`src/rtl/spmv_wb_writer_if.sv`:
```
// Row-sum handshake between the SpMV core and the write-back block.
// Latency: none, this file holds wires only.
// Backpressure: the core holds a row sum until o_result_ready is seen high with i_result_valid.
// Signals: i_result_valid / i_result_row / i_result_data (core -> writer), o_result_ready (writer -> core).
interface spmv_wb_writer_if;
  logic        i_result_valid;
  logic        o_result_ready;
  logic [3:0]  i_result_row;
  logic [31:0] i_result_data;

  modport master (
    output i_result_valid,
    output i_result_row,
    output i_result_data,
    input  o_result_ready
  );

  modport slave (
    input  i_result_valid,
    input  i_result_row,
    input  i_result_data,
    output o_result_ready
  );
endinterface

```
`src/rtl/spmv_wb_writer.sv`:
```
// Collects 16 row sums into a 16x16-bit bank and streams them to SRAM on request.
// Latency: a row lands in the bank 1 cycle after its handshake; the write-back is 16 strobes, then a done pulse.
// Backpressure: o_result_ready is low while i_clear is high and for the whole write-back (WRITE and DONE).
//
// Ports: i_clk, i_rstn (async, active low); res (row-sum handshake, slave side); i_clear (zero the
//   bank, IDLE only); i_write_start (begin the write-back); o_write_addr / o_write_data / o_write_en /
//   o_write_done (registered SRAM write port); o_register (bank, row r at [16r+15:16r]); o_state.
// Build option: define SPMV_WB_SAT_EN to saturate 32-bit sums to int16; without it they are truncated.
module spmv_wb_writer #(
  parameter int ADDR_W    = 10,
  parameter int BASE_ADDR = 0
) (
  input  logic                 i_clk,
  input  logic                 i_rstn,
  spmv_wb_writer_if.slave      res,
  input  logic                 i_clear,
  input  logic                 i_write_start,
  output logic [ADDR_W-1:0]    o_write_addr,
  output logic [15:0]          o_write_data,
  output logic                 o_write_en,
  output logic                 o_write_done,
  output logic [255:0]         o_register,
  output logic [1:0]           o_state
);

  typedef enum logic [1:0] {
    ST_IDLE  = 2'b00,
    ST_WRITE = 2'b01,
    ST_DONE  = 2'b10
  } state_t;

  // The base is reduced to ADDR_W bits once, so every address sum wraps silently.
  localparam logic [ADDR_W-1:0] BASE = ADDR_W'(BASE_ADDR);

  state_t             state_q;
  // Bit 4 of the row counter marks "all 16 rows streamed".
  logic [4:0]         cnt_q;
  logic [15:0]        bank_q [16];
  logic [ADDR_W-1:0]  write_addr_q;
  logic [15:0]        write_data_q;
  logic               write_en_q;
  logic               write_done_q;

  logic               ready_d;
  logic               hs_d;
  logic [15:0]        conv_d;
  logic [ADDR_W-1:0]  addr_d;

  assign ready_d            = (state_q == ST_IDLE) && !i_clear;
  assign hs_d               = res.i_result_valid && ready_d;
  assign res.o_result_ready = ready_d;
  assign addr_d             = BASE + ADDR_W'(cnt_q[3:0]);

`ifdef SPMV_WB_SAT_EN
  always_comb begin
    conv_d = res.i_result_data[15:0];
    if ($signed(res.i_result_data) > 32'sd32767) begin
      conv_d = 16'h7FFF;
    end else if ($signed(res.i_result_data) < -32'sd32768) begin
      conv_d = 16'h8000;
    end
  end
`else
  // Upper half is simply dropped in the truncating build.
  logic unused_data_hi;
  assign unused_data_hi = ^res.i_result_data[31:16];
  assign conv_d         = res.i_result_data[15:0];
`endif

  always_ff @(posedge i_clk or negedge i_rstn) begin
    if (!i_rstn) begin
      state_q      <= ST_IDLE;
      cnt_q        <= 5'd0;
      write_addr_q <= BASE;
      write_data_q <= 16'd0;
      write_en_q   <= 1'b0;
      write_done_q <= 1'b0;
      for (int r = 0; r < 16; r++) begin
        bank_q[r] <= 16'd0;
      end
    end else begin
      write_en_q   <= 1'b0;
      write_done_q <= 1'b0;
      case (state_q)
        ST_IDLE: begin
          // Clear wins over a simultaneous row sum; ready_d is already low in that case.
          if (i_clear) begin
            for (int r = 0; r < 16; r++) begin
              bank_q[r] <= 16'd0;
            end
          end else if (hs_d) begin
            bank_q[res.i_result_row] <= conv_d;
          end
          if (i_write_start) begin
            state_q <= ST_WRITE;
            cnt_q   <= 5'd0;
          end
        end
        ST_WRITE: begin
          if (cnt_q[4]) begin
            // Row 15 went out on the previous edge: raise done while moving to DONE.
            write_done_q <= 1'b1;
            cnt_q        <= 5'd0;
            state_q      <= ST_DONE;
          end else begin
            write_en_q   <= 1'b1;
            write_addr_q <= addr_d;
            write_data_q <= bank_q[cnt_q[3:0]];
            cnt_q        <= cnt_q + 5'd1;
          end
        end
        ST_DONE: begin
          state_q <= ST_IDLE;
        end
        default: begin
          state_q <= ST_IDLE;
        end
      endcase
    end
  end

  always_comb begin
    o_register = '0;
    for (int r = 0; r < 16; r++) begin
      o_register[16*r +: 16] = bank_q[r];
    end
  end

  assign o_write_addr = write_addr_q;
  assign o_write_data = write_data_q;
  assign o_write_en   = write_en_q;
  assign o_write_done = write_done_q;
  assign o_state      = state_q;

endmodule

```
`src/flat_wrapper.sv`:
```
// flat-port wrapper written by rule: the top's interface ports become plain ports
module spmv_wb_writer_flat 
#(
  parameter int ADDR_W    = 10,
  parameter int BASE_ADDR = 0
)
  (i_clk, i_rstn, i_clear, i_write_start, o_write_addr, o_write_data, o_write_en, o_write_done, o_register, o_state, res_i_result_valid, res_i_result_row, res_i_result_data, res_o_result_ready);
  spmv_wb_writer_if res_i ();
  input  logic i_clk;
  input  logic i_rstn;
  input  logic i_clear;
  input  logic i_write_start;
  output logic [ADDR_W-1:0] o_write_addr;
  output logic [15:0] o_write_data;
  output logic o_write_en;
  output logic o_write_done;
  output logic [255:0] o_register;
  output logic [1:0] o_state;
  input wire logic [$bits(res_i.i_result_valid)-1:0] res_i_result_valid;
  input wire logic [$bits(res_i.i_result_row)-1:0] res_i_result_row;
  input wire logic [$bits(res_i.i_result_data)-1:0] res_i_result_data;
  output wire logic [$bits(res_i.o_result_ready)-1:0] res_o_result_ready;
  assign res_i.i_result_valid = res_i_result_valid;
  assign res_i.i_result_row = res_i_result_row;
  assign res_i.i_result_data = res_i_result_data;
  assign res_o_result_ready = res_i.o_result_ready;
  spmv_wb_writer #(.ADDR_W(ADDR_W), .BASE_ADDR(BASE_ADDR)) u_core (.i_clk(i_clk), .i_rstn(i_rstn), .res(res_i), .i_clear(i_clear), .i_write_start(i_write_start), .o_write_addr(o_write_addr), .o_write_data(o_write_data), .o_write_en(o_write_en), .o_write_done(o_write_done), .o_register(o_register), .o_state(o_state));
endmodule
```
`config.mk`:
```
export PLATFORM = sky130hd
export DESIGN_NAME = spmv_wb_writer_flat
export DESIGN_NICKNAME = d
export VERILOG_FILES = /design/src/rtl/spmv_wb_writer_if.sv /design/src/rtl/spmv_wb_writer.sv /design/src/flat_wrapper.sv
export SDC_FILE = /design/constraint.sdc
export NUM_CORES = 1
export LEC_CHECK = 0
export BUFFER_PORTS_ARGS = -buffer_cell sky130_fd_sc_hd__buf_2
export CAP_MARGIN = 15
export CORE_UTILIZATION = 53
export CTS_BUF_LIST = sky130_fd_sc_hd__clkbuf_4 sky130_fd_sc_hd__clkbuf_8 sky130_fd_sc_hd__clkbuf_16
export DETAILED_ROUTE_END_ITERATION = 8
export GPL_TIMING_DRIVEN = 0
export PLACE_DENSITY = 0.8
export SLEW_MARGIN = 20
export SYNTH_ARGS = -nofsm -noshare
export SYNTH_HDL_FRONTEND = slang
export SYNTH_SLANG_ARGS = --single-unit
```
`constraint.sdc`:
```
create_clock -name i_clk -period 2.6 [get_ports i_clk]
set_clock_uncertainty 0.1 [all_clocks]
set_input_delay 0.13 -clock i_clk [delete_from_list [all_inputs] [get_ports i_clk]]
set_output_delay 0.13 -clock i_clk [all_outputs]
set_load 0.05 [all_outputs]
```
=== Word-level counts from Yosys, hierarchy flattened ===
Cells that the tools add are included.

* Output and inout bits: 287
* Flip-flop bits (word level): 285

* $add $sub $neg: 1
* Multiplexer cells: 18
* Equality and inequality tests: 3
* Bitwise logic cells: 3
* Magnitude comparators: 3
* Reduce and logical (&&, ||, !) cells: 11

{| class="wikitable"
|+ Operators by type and width
! cell !! number
|-
| 256-bit two-way mux || 2
|-
| 256-bit bitwise mux || 1
|-
| 16-bit binary-select mux with 4-bit select || 1
|-
| 16-bit demux with 4-bit select || 1
|-
| 16-bit two-way mux || 3
|-
| 5-bit >= comparator (second input constant) || 2
|-
| 5-bit two-way mux || 2
|-
| 4-bit NOT with 5-bit output || 2
|-
| 5-bit case mux with 2 select lines || 1
|-
| 2-bit AND reduction || 4
|-
| 5-bit by 1-bit adder with 5-bit output (second input constant) || 1
|-
| 5-bit by 1-bit < comparator with 1-bit output (second input constant) || 1
|-
| 1-bit two-way mux || 4
|-
| 2-bit two-way mux || 2
|-
| 2-bit case mux with 2 select lines || 1
|-
| 2-bit nonzero test || 2
|-
| 1-bit logical AND || 3
|-
| 2-bit by 1-bit == test with 1-bit output (second input constant) || 1
|-
| 2-bit zero test || 1
|-
| 2-bit by 1-bit inequality test with 1-bit output (second input constant) || 1
|-
| 2-bit inequality test (second input constant) || 1
|-
| 1-bit zero test || 1
|-
| 1-bit NOT || 1
|}

=== Logic depth before layout (Yosys ltp) ===
* Word-level depth: 8
* Depth in mapped cells: 8
* Gate-level depth less buffers: 4

=== Worst setup path before layout ===
OpenSTA, ideal clock, no wires.

* Path type: reg-to-reg
* From: reg u_core.state_q[0] (netlist: u_core.o_state[0])
* To: reg u_core.bank_q (netlist bit u_core.o_register[57])
* Required time: 2.423 ns
* Cell stages (with the launch flop): 8
* Arrival time: 2.295 ns
* Slack: 0.128 ns
* Period minus slack after synthesis: 2.472 ns
* Cell sequence: dfrtp_1 -> nor3_2 -> and2_1 -> buf_4 -> buf_6 -> nand2_1 -> buf_2 -> o21ai_1

* Longest elaborated chain between the ends: 5

{| class="wikitable"
|+ Ends and longest elaborated chain
! what !! line !! source
|-
| from (decl) || spmv_wb_writer.sv:35 || <nowiki>state_t state_q;</nowiki>
|-
| from (signal assigned) || spmv_wb_writer.sv:72 || <nowiki>state_q <= ST_IDLE;</nowiki>
|-
| from (signal assigned) || spmv_wb_writer.sv:95 || <nowiki>state_q <= ST_WRITE;</nowiki>
|-
| from (signal assigned) || spmv_wb_writer.sv:104 || <nowiki>state_q <= ST_DONE;</nowiki>
|-
| 2-bit zero test || spmv_wb_writer.sv:49 || <nowiki>assign ready_d = (state_q == ST_IDLE) && !i_clear;</nowiki>
|-
| 1-bit logical AND || spmv_wb_writer.sv:49 ||
|-
| named net res_o_result_ready || flat_wrapper.sv:22 || <nowiki>output wire logic [$bits(res_i.o_result_ready)-1:0] res_o_result_ready;</nowiki>
|-
| 1-bit logical AND || spmv_wb_writer.sv:50 || <nowiki>assign hs_d = res.i_result_valid && ready_d;</nowiki>
|-
| 2-bit nonzero test (no line) || n/a ||
|-
| 2-bit AND reduction (no line) || n/a ||
|-
| to (signal, indexed assignment) || spmv_wb_writer.sv:92 || <nowiki>bank_q[res.i_result_row] <= conv_d;</nowiki>
|-
| to (decl) || spmv_wb_writer.sv:38 || <nowiki>logic [15:0] bank_q [16];</nowiki>
|}

The timed path passes the listed nets, and every way through them passes these cells.
A chain may end at the register's enable or synchronous reset.

=== Worst setup path after layout ===
* From: reg u_core.cnt_q[1]
* To: reg u_core.write_data_q[10] (netlist: u_core.o_write_data[10])

* Longest elaborated chain between the ends: 4

{| class="wikitable"
|+ Ends and longest elaborated chain
! what !! line !! source
|-
| from (decl) || spmv_wb_writer.sv:37 || <nowiki>logic [4:0] cnt_q;</nowiki>
|-
| from (signal assigned) || spmv_wb_writer.sv:109 || <nowiki>cnt_q <= cnt_q + 5'd1;</nowiki>
|-
| 4-bit NOT with 5-bit output (not written as such) || spmv_wb_writer.sv:108 || <nowiki>write_data_q <= bank_q[cnt_q[3:0]];</nowiki>
|-
| 16-bit binary-select mux with 4-bit select || spmv_wb_writer.sv:108 ||
|-
| 16-bit two-way mux (not written as such) (2 in a row) || spmv_wb_writer.sv:108 ||
|-
| to (signal assigned) || spmv_wb_writer.sv:108 ||
|-
| to (decl) || spmv_wb_writer.sv:40 || <nowiki>logic [15:0] write_data_q;</nowiki>
|}

Every way passes these cells. The select of a mux whose other input is x is not followed.

==> impl_metrics.tcl <==
set metrics [dict create \
    status "finished clean" \
    area_growth_pct 26.27 \
    synth-seq-cells 285 \
    netlist_instances 1114 \
    critPathMaxFanout 10 \
    detail_route.wl_per_cell_um 24.35 \
    fp-row-count 56 \
    grt_usage 0.3692 \
    cts_sinks 285 \
    drv_slew 0 \
    postRouteWirelength_mm 44.34 \
    p_per_area_nw_per_um2 942.2 \
    grt_pass1_wl_mm 66.58 \
    crit_chain "buf_4 -> buf_2 -> mux4_2 -> mux2_2 -> a22oi_1 -> o21ai_1" \
    htreeDepth 1 \
    die_x_um 156.7 \
    path_clk_slew_ns 0.06 \
    design_area_um2 16020 \
    fin_setup_tns_ns 0 \
    placed_area_um2 14720 \
    antenna_found_initial 2 \
    cp-start-kind "register" \
    async_flop_share 1.000 \
    max_slew_margin 0.4590 \
    max_stage_delay_ns 0.48 \
    power_mw 15.09 \
    cts_root_buf "clkbuf_16" \
    via_count 11250 \
    synth_area_per_cell_um2 11.39 \
    yosysSeqAreaShare 0.5622 \
    drive_gt1_frac 0.3487 \
    grt_overflow 0 \
    final_common_cell "buf_2" \
    wl_met3_mm 4.556 \
    synth.distinct_cells 43 \
    synth_top_flop_cell "dfrtp_1" \
    irDropWorstVdd_mv 0.5427 \
    worst_ep_arrival_time_ns 2.75 \
    grt_pass1_vias 10950 \
    mostFrequentLayoutCells "buf_2, dfrtp_1, nand2_1" \
    port_buffers 304 \
    synthTopCellsByArea "dfrtp_1, mux4_2, nand2_1, o21ai_0, o21ai_1" \
    yosysTopAreaCellShare 0.5622 \
    period_share 0.9322 \
    start_util 0.5405 \
    clockBufferDepth 3 \
    wl_met2_mm 20.62 \
    yosys_warnings 0 \
    hold_viol 0 \
    cts_tree "done" \
    drt_first_pass_iters 6 \
    core_um2 23470 \
    numCtsBuffers 29 \
    vias_per_cell 6.178 \
    drc 0 \
    finalCriticalPeriod_ns 2.424 \
    crit_required_ns 2.92 \
    insertion_delay_ns 0.56 \
    ant_nets 0 \
    endpoint_kind "register" \
    ioPinCount 328 \
    nNetsFinal 1519 \
    max_freq_mhz 412.6 \
    cap_violations 0 \
    crit_type "reg2reg" \
    grt_max_degree 103 \
    synth_top_area_cell "dfrtp_1" \
    synth_edf_count 0 \
    hp-class "in2reg" \
    met1Wirelength_mm 17.01 \
    top_layer "met4" \
    netlist_area_um2 12690 \
    rsz0062_at_grt "false" \
    routabilityCongestion 0.9153 \
    hpwlAfterDp_mm 31.94 \
    p_leak_nw 7.887 \
    crit_path_top_delay_cell "dfrtp_1" \
    tightest_slew_ns 0.8080 \
    drt_first_iter_violations 1097 \
    setup_viol 0 \
    post_cts_resize_count 0 \
    dieArea_um2 24560 \
    die_h_um 156.7 \
]
==> per-stage QoR <==
stage               hold slack [ns]  instances  worst slack, ns    util
global placement             0.3230       1742           -3.774  0.6231
floorplan                   -0.2656       1119           0.1277       -
CTS                         0.03220       1819           0.1988  0.6822
detailed placement         -0.02320       1745           0.2486  0.6270
global route                0.09264       1821          0.06806  0.6825
finish                      0.05449       1821           0.1763  0.6825
==> metal layers <==
layer	vias to the layer above	track usage
li1	4692	-
met1	5641	0.5052
met2	772	0.5619
met3	145	0.08114
met4	0	0.1797
met5	-	0
==> area by class of cell <==
cell class                      count  area, um2
Buffer                             93      530.5
Multi-Input combinational cell    739       5034
Clock inverter                     13      224.0
Antenna cell                        2      5.005
Inverter                            2      8.758
Clock buffer                       41      872.1
Sequential cell                   285       7132
Timing Repair Buffer              327       1814
Fill cell                        1746       7453
Tap cell                          319      399.1
==> state kept, by name, indices dropped and copies added, names as in the netlist <==
name / flops
u_core.o_state: 2
u_core.o_write_en: 1
u_core.o_write_data: 16
u_core.o_write_addr: 4
u_core.o_register: 256
u_core.cnt_q: 5
u_core.o_write_done: 1
==> worst max-delay path: cells and delay by family, from the launching register on <==
| kind | cells | cell delay, ns |
|---|---|---|
| buffers and inverters | 2 | 0.72 |
| AOI/OAI and AO/OA | 2 | 0.27 |
| muxes | 2 | 0.71 |
| DFF | 1 | 0.48 |
==> power by group <==
group	switching, mW	leakage (nW)	internal [mW]
logic	3.61	3.40	1.48
registers	0.415	3.94	4.86
clock network	1.81	0.541	2.93
==> path summary, 6_finish.rpt <==
path	startpoint	to	slack, ns	depth (start not counted)
max in group asynchronous	i_rstn	u_core.o_register[194]	0.88	5
worst max register to register	u_core.cnt_q[1]	u_core.o_write_data[10]	0.18	6
worst max-delay path	u_core.cnt_q[1]	u_core.o_write_data[10]	0.18	6
worst min register to register	u_core.o_register[5]	u_core.o_register[5]	0.41	2
min in group asynchronous	i_rstn	u_core.o_register[25]	0.51	3
worst min-delay path	res_i_result_row[0]	u_core.o_register[131]	0.05	4
==> kinds of logic after synthesis <==
family | after synthesis | synth area share
adders and majority gates | 1 | 0.0009861
buffers and inverters | 95 | 0.04251
AOI/OAI and AO/OA | 312 | 0.1413
and+or+nand+nor | 323 | 0.1094
other | 1 | 0.0002956
muxes | 97 | 0.1433
DFF | 285 | 0.5622
==> synthesized netlist by cell type (2+ instances only) <==
cell       instances
o211ai_2          15
o2bb2ai_1         16
nand3_1            7
buf_6              6
buf_2             35
mux4_1             7
clkbuf_1          34
o21ai_1           95
a22oi_1           13
mux2i_1           17
nor2b_1            5
o21ai_0          166
mux4_2            57
buf_12             2
nand2_1          272
nand2b_1           3
and4b_1            4
dfrtp_1          285
nor4b_1            4
nand2_2            9
and3b_1            2
nor4bb_1           6
buf_4             16
mux2_2            16
nor2_1             3
a22oi_2            2
==> timing repair <==
| item | in CTS | in global routing |
|---|---|---|
| hold buffers | 20 | 0 |
| endpoints found under the hold margin | 317 | 0 |
| buffers inserted | 0 | 0 |
Note: power is estimated with default switching activity, not from simulation.
